`src/rtl/ifu_imem_if.sv`:
```
// Instruction memory request/grant/response port between the fetch controller and imem.
interface ifu_imem_if;
    logic        req;
    logic [31:0] addr;
    logic        gnt;
    logic        rvalid;
    logic [31:0] rdata;

    modport master (output req, output addr, input gnt, input rvalid, input rdata);
    modport slave  (input req, input addr, output gnt, output rvalid, output rdata);
endinterface

```
`src/rtl/ifu_fetch_ctrl.sv`:
```
// Fetch controller: sequences one imem request per instruction, buffers responses
// across decode stalls, drops responses after a flush, and owns the IF/ID register.
module ifu_fetch_ctrl (
    input  logic              clk,
    input  logic              reset,
    input  logic [31:0]       pc,
    output logic              pc_stall,
    input  logic              stall_D,
    input  logic              flush_D,
    ifu_imem_if.master        imem,
    output logic [31:0]       instr_D,
    output logic [31:0]       pc_D,
    output logic              valid_D,
    output logic              exc_adel_D
);
    typedef enum logic [2:0] {IDLE, REQ, WAIT, HOLD, DROP} state_t;

    state_t      state, nxt;
    logic [31:0] pc_hold, bf_instr, bf_pc;
    logic        bf_exc;
    logic        pc_legal;

    logic        deliver, bf_load, hold_load;
    logic [31:0] dl_instr, dl_pc, bf_instr_n, bf_pc_n;
    logic        dl_exc, bf_exc_n;

    assign pc_legal = (pc[1:0] == 2'b00) && (pc >= 32'h0000_3000) && (pc <= 32'h0000_6FFC);

    always_comb begin
        nxt        = state;
        pc_stall   = 1'b1;
        imem.req   = 1'b0;
        imem.addr  = 32'h0;
        deliver    = 1'b0;
        dl_instr   = 32'h0;
        dl_pc      = 32'h0;
        dl_exc     = 1'b0;
        bf_load    = 1'b0;
        bf_instr_n = 32'h0;
        bf_pc_n    = 32'h0;
        bf_exc_n   = 1'b0;
        hold_load  = 1'b0;
        case (state)
            IDLE: nxt = REQ;
            REQ: begin
                if (pc_legal) begin
                    imem.req  = 1'b1;
                    imem.addr = pc;
                    if (flush_D) begin
                        pc_stall = 1'b0;
                        if (imem.gnt) nxt = DROP;
                    end else if (imem.gnt) begin
                        hold_load = 1'b1;
                        nxt       = WAIT;
                    end
                end else if (flush_D) begin
                    pc_stall = 1'b0;
                end else if (stall_D) begin
                    // illegal pc behaves like a returned word: park it until decode frees up
                    bf_load    = 1'b1;
                    bf_pc_n    = pc;
                    bf_exc_n   = 1'b1;
                    nxt        = HOLD;
                end else begin
                    deliver  = 1'b1;
                    dl_pc    = pc;
                    dl_exc   = 1'b1;
                    pc_stall = 1'b0;
                end
            end
            WAIT: begin
                if (flush_D) begin
                    pc_stall = 1'b0;
                    nxt      = imem.rvalid ? REQ : DROP;
                end else if (imem.rvalid) begin
                    if (stall_D) begin
                        bf_load    = 1'b1;
                        bf_instr_n = imem.rdata;
                        bf_pc_n    = pc_hold;
                        nxt        = HOLD;
                    end else begin
                        deliver  = 1'b1;
                        dl_instr = imem.rdata;
                        dl_pc    = pc_hold;
                        pc_stall = 1'b0;
                        nxt      = REQ;
                    end
                end
            end
            HOLD: begin
                if (flush_D) begin
                    pc_stall = 1'b0;
                    nxt      = REQ;
                end else if (!stall_D) begin
                    deliver  = 1'b1;
                    dl_instr = bf_instr;
                    dl_pc    = bf_pc;
                    dl_exc   = bf_exc;
                    pc_stall = 1'b0;
                    nxt      = REQ;
                end
            end
            DROP: begin
                // a response consumed here is stale even if another flush arrives with it
                if (flush_D) pc_stall = 1'b0;
                if (imem.rvalid) nxt = REQ;
            end
            default: nxt = IDLE;
        endcase
    end

    always_ff @(posedge clk or posedge reset) begin
        if (reset) state <= IDLE;
        else       state <= nxt;
    end

    always_ff @(posedge clk or posedge reset) begin
        if (reset) begin
            pc_hold  <= 32'h0;
            bf_instr <= 32'h0;
            bf_pc    <= 32'h0;
            bf_exc   <= 1'b0;
        end else begin
            if (hold_load) pc_hold <= pc;
            if (bf_load) begin
                bf_instr <= bf_instr_n;
                bf_pc    <= bf_pc_n;
                bf_exc   <= bf_exc_n;
            end
        end
    end

    // IF/ID register: flush beats stall beats delivery; bubbles keep the last pc_D
    always_ff @(posedge clk or posedge reset) begin
        if (reset) begin
            instr_D    <= 32'h0;
            pc_D       <= 32'h0;
            valid_D    <= 1'b0;
            exc_adel_D <= 1'b0;
        end else if (flush_D || (!stall_D && !deliver)) begin
            instr_D    <= 32'h0;
            valid_D    <= 1'b0;
            exc_adel_D <= 1'b0;
        end else if (!stall_D) begin
            instr_D    <= dl_instr;
            pc_D       <= dl_pc;
            valid_D    <= 1'b1;
            exc_adel_D <= dl_exc;
        end
    end
endmodule
```
`src/flat_wrapper.sv`:
```
// flat-port wrapper written by rule: the top's interface ports become plain ports
module ifu_fetch_ctrl_flat 
  (clk, reset, pc, pc_stall, stall_D, flush_D, instr_D, pc_D, valid_D, exc_adel_D, imem_req, imem_addr, imem_gnt, imem_rvalid, imem_rdata);
  ifu_imem_if imem_i ();
  input  logic clk;
  input  logic reset;
  input  logic [31:0] pc;
  output logic pc_stall;
  input  logic stall_D;
  input  logic flush_D;
  output logic [31:0] instr_D;
  output logic [31:0] pc_D;
  output logic valid_D;
  output logic exc_adel_D;
  output wire logic [$bits(imem_i.req)-1:0] imem_req;
  output wire logic [$bits(imem_i.addr)-1:0] imem_addr;
  input wire logic [$bits(imem_i.gnt)-1:0] imem_gnt;
  input wire logic [$bits(imem_i.rvalid)-1:0] imem_rvalid;
  input wire logic [$bits(imem_i.rdata)-1:0] imem_rdata;
  assign imem_req = imem_i.req;
  assign imem_addr = imem_i.addr;
  assign imem_i.gnt = imem_gnt;
  assign imem_i.rvalid = imem_rvalid;
  assign imem_i.rdata = imem_rdata;
  ifu_fetch_ctrl u_core (.clk(clk), .reset(reset), .pc(pc), .pc_stall(pc_stall), .stall_D(stall_D), .flush_D(flush_D), .imem(imem_i), .instr_D(instr_D), .pc_D(pc_D), .valid_D(valid_D), .exc_adel_D(exc_adel_D));
endmodule
```
`config.mk`:
```
export PLATFORM = sky130hd
export DESIGN_NAME = ifu_fetch_ctrl_flat
export DESIGN_NICKNAME = d
export VERILOG_FILES = /design/src/rtl/ifu_imem_if.sv /design/src/rtl/ifu_fetch_ctrl.sv /design/src/flat_wrapper.sv
export SDC_FILE = /design/constraint.sdc
export NUM_CORES = 1
export LEC_CHECK = 0
export ABC_CLOCK_PERIOD_IN_PS = 8800
export CORE_MARGIN = 5
export CORE_UTILIZATION = 51
export DETAILED_ROUTE_END_ITERATION = 12
export PLACE_DENSITY_LB_ADDON = 0.25
export SYNTH_ARGS = -nofsm -noshare
export SYNTH_HDL_FRONTEND = slang
export SYNTH_SLANG_ARGS = --single-unit
```
`constraint.sdc`:
```
create_clock -name clk -period 8.8 [get_ports clk]
set_clock_uncertainty 0.1 [all_clocks]
set_input_delay 2.64 -clock clk [delete_from_list [all_inputs] [get_ports clk]]
set_output_delay 2.64 -clock clk [all_outputs]
set_load 0.01 [all_outputs]
```
==> results.json <==
{
  "drcViolationCount": 0,
  "grt_antenna_before_repair": 0,
  "worst_slack_ps": 1118,
  "final.fill_count": 1153,
  "worstPathRequired_ps": 6060,
  "max-cap-violations": 0,
  "final_cells": 1041,
  "slew_headroom_pct": 20.83,
  "worst_slew_pin_slew_ps": 1188,
  "power.density_nw_per_um2": 249.5,
  "hp-class": "reg2reg",
  "p_leak_nw": 4.555,
  "vias_per_cell": 5.498,
  "vdd_drop_max_v": 0.0002047,
  "critical_path_arrival_ps": 4940,
  "crit_chain": "clkdlybuf4s50_1 -> nor4_4 -> o211ai_2 -> nor2_4 -> o21ai_0 -> o21ai_0 -> clkdlybuf4s50_1",
  "seq_power_share_pct": 40.5,
  "switching_share_pct": 30.53,
  "dpl-instance-area_um2": 9479,
  "cts_root_buf": "clkbuf_16",
  "die_w_um": 134.8,
  "slowest_delay_ps": 570,
  "clock.fmax_mhz": 130.2,
  "synth.mux.area_fraction_pct": 16.99,
  "place_ws_ps": 1111,
  "cts_tree": "built",
  "die-area_um2": 18180,
  "ctsHoldBuffers": 0,
  "worstHoldEndpoint": "u_core.instr_D[13]$_DFFE_PP0P_",
  "clockBufferDepth": 2,
  "synth-adder-area-share_pct": 0,
  "finalNetCount": 889,
  "clkLatencyLatePin_ps": 420,
  "cts.sinks": 166,
  "hold_path_depth": 2,
  "cp-start-kind": "primary input",
  "synth-simple-area-share_pct": 11.62,
  "rr_endpoint": "u_core.pc_D[21]$_DFFE_PP0P_",
  "yosysWarnings": 0,
  "port_buffers": 150,
  "r2r_setup_slack_ps": 5410,
  "total_power_w": 0.002507,
  "wl_per_cell_um": 18.73,
  "core.rowCount": 45,
  "grt_use_total_pct": 21.80,
  "wirelength_um": 19500,
  "synth_seq_cells": 166,
  "r2r_start": "u_core.state[2]$_DFFE_PP0P_",
  "cts_htree_levels": 4,
  "design_area_um2": 10050,
  "cp-end-kind": "primary output",
  "synthXorXnorAreaFrac_pct": 0,
  "cts-resized-gates": 0,
  "overflow": 0,
  "ant_nets": 0,
  "reg2reg_depth": 5,
  "hpwl_um": 12830,
  "cts_buffers": 17,
  "gp_congestion": 0.8624,
  "syn_area_um2": 7948,
  "path_max_fanout": 19,
  "intPower_w": 0.001741,
  "path_clk_slew_ps": 60,
  "synth-compound-area-share_pct": 12.11,
  "fp.dieH_um": 134.8,
  "grt_pass1_wl_um": 31570,
  "drt-pass1-iter-count": 5,
  "path_class": "in2out",
  "syn_to_final_growth_pct": 26.43,
  "layout_common_cells": "dfrtp_1 (166), clkdlybuf4s50_1 (150), nand2_1 (67)",
  "status": "completed",
  "drv_slew": 0,
  "avgSynthCellArea_um2": 11.57,
  "ys.flop_type": "dfrtp_1",
  "finalSetupViolCount": 0,
  "period_needed_ps": 7682,
  "synth_top_family_by_area": "multiplexers",
  "drt-initial-drc-count": 442,
  "start_util_pct": 52.09,
  "grt_max_degree": 110,
  "synth_edf_count": 0,
  "num_vias": 5723,
  "drive_gt1_share_pct": 15.30,
  "finalHoldViolations": 0,
  "io_pins": 170,
  "ys_async_sr_fraction_pct": 100.0,
  "setup_tns_ps": 0,
  "comb_power_share_pct": 30.1,
  "coreArea_um2": 15260,
  "final_common_cell": "dfrtp_1",
  "period_share_pct": 87.30,
  "synth_cell_types": 50,
  "rsz0062_at_grt": "no",
  "cts_setup_buffers": 0,
  "grt_pass1_vias": 6070,
  "placed_cells": 1011,
  "p_switching_w": 0.0007654,
  "crit_slowest_cell": "clkdlybuf4s50_1",
  "synthCells": 687,
  "diodes": 0,
  "clkPwrFrac_pct": 29.4,
  "hp-start": "u_core.instr_D[13]$_DFFE_PP0P_",
  "yosysSeqAreaShare_pct": 52.27
}
==> per-layer routing <==
layer  vias up  track usage (%)  part of all wire (%)
li1       2621                -                     -
met1      2870            28.70                    44
met2       208            35.71                    48
met3        24            5.253                   6.5
met4         0            7.127                   1.5
met5         -                0                     0
==> Yosys cell counts (3+ instances only) <==
cell type / n / share of area, %
clkbuf_1: 25 / 1.2
o31ai_1: 3 / 0.28
nand2b_1: 3 / 0.24
o21ai_0: 39 / 2.5
inv_1: 36 / 1.7
nor2_1: 8 / 0.38
mux2_1: 7 / 0.99
a222oi_1: 13 / 1.6
mux2i_1: 31 / 3.9
and3_1: 15 / 1.2
nand3_1: 3 / 0.19
mux2_2: 24 / 3.4
nand2_1: 67 / 3.2
mux2_4: 46 / 8.7
buf_4: 23 / 2.2
a22oi_1: 17 / 1.6
nor3_1: 3 / 0.19
buf_2: 8 / 0.50
dfrtp_1: 166 / 52
a21oi_1: 38 / 2.4
a22o_1: 15 / 1.7
nor2b_1: 24 / 1.9
and2_1: 32 / 2.5
buf_6: 10 / 1.4
==> power groups by stage <==
stage / logic, W / registers, W / clock network (W)
floorplan: 0.000442 / 0.00103 / 0
global placement: 0.000740 / 0.00102 / 0
detailed placement: 0.000757 / 0.00103 / 0
CTS: 0.000763 / 0.00102 / 0.000747
global route: 0.000817 / 0.00104 / 0.000778
finish: 0.000754 / 0.00101 / 0.000737
==> cell families after synthesis <==
| logic type | count (synthesis) |
|---|---|
| AND/OR/NAND/NOR | 168 |
| flip-flops | 166 |
| AO/OA/AOI/OAI | 142 |
| multiplexers | 108 |
| buffers and inverters | 102 |
| other | 1 |
==> state kept, by name, indices dropped and copies added, names as in the netlist <==
signal / cells
u_core.pc_D: 32
u_core.bf_instr: 32
u_core.state: 3
u_core.pc_hold: 32
u_core.valid_D: 1
u_core.bf_exc: 1
u_core.bf_pc: 32
u_core.instr_D: 32
u_core.exc_adel_D: 1
==> cell type report <==
type | count | area (um2) | share of cell area [%]
inverters | 36 | 140.1 | 1.395
clock buffers | 20 | 436.7 | 4.346
multi-input cells | 437 | 3337 | 33.21
flip-flops and latches | 166 | 4154 | 41.34
repair buffers | 161 | 1584 | 15.76
clock inverters | 10 | 132.6 | 1.320
well taps | 211 | 264.0 | 2.627
==> critical path: cells and delay by family <==
| family | cells | cell delay, ps |
|---|---|---|
| AO/OA/AOI/OAI | 3 | 440 |
| buffers and inverters | 2 | 1050 |
| AND/OR/NAND/NOR | 2 | 800 |
==> stage by stage <==
stage / utilization (%) / hold WS [ps]
after floorplan: - / 365.2
after global placement: 62.12 / 364.0
after detailed placement: 62.12 / 370.1
after CTS: 65.85 / 383.9
after global routing: 65.85 / 401.5
final: 65.85 / 377.8
==> how the worst max path moves through the flow <==
stage / start / end / slack, ps / cells past startpoint
global route: pc[25] / pc_stall / 980 / 7
CTS: pc[25] / pc_stall / 1100 / 7
detailed placement: pc[25] / pc_stall / 1110 / 7
finish: pc[15] / pc_stall / 1120 / 7
global placement: pc[25] / pc_stall / 1180 / 7
floorplan: reset / u_core.bf_exc$_DFFE_PP0P_ / 1570 / 1
No activity file was read; power rests on OpenSTA's default activity.
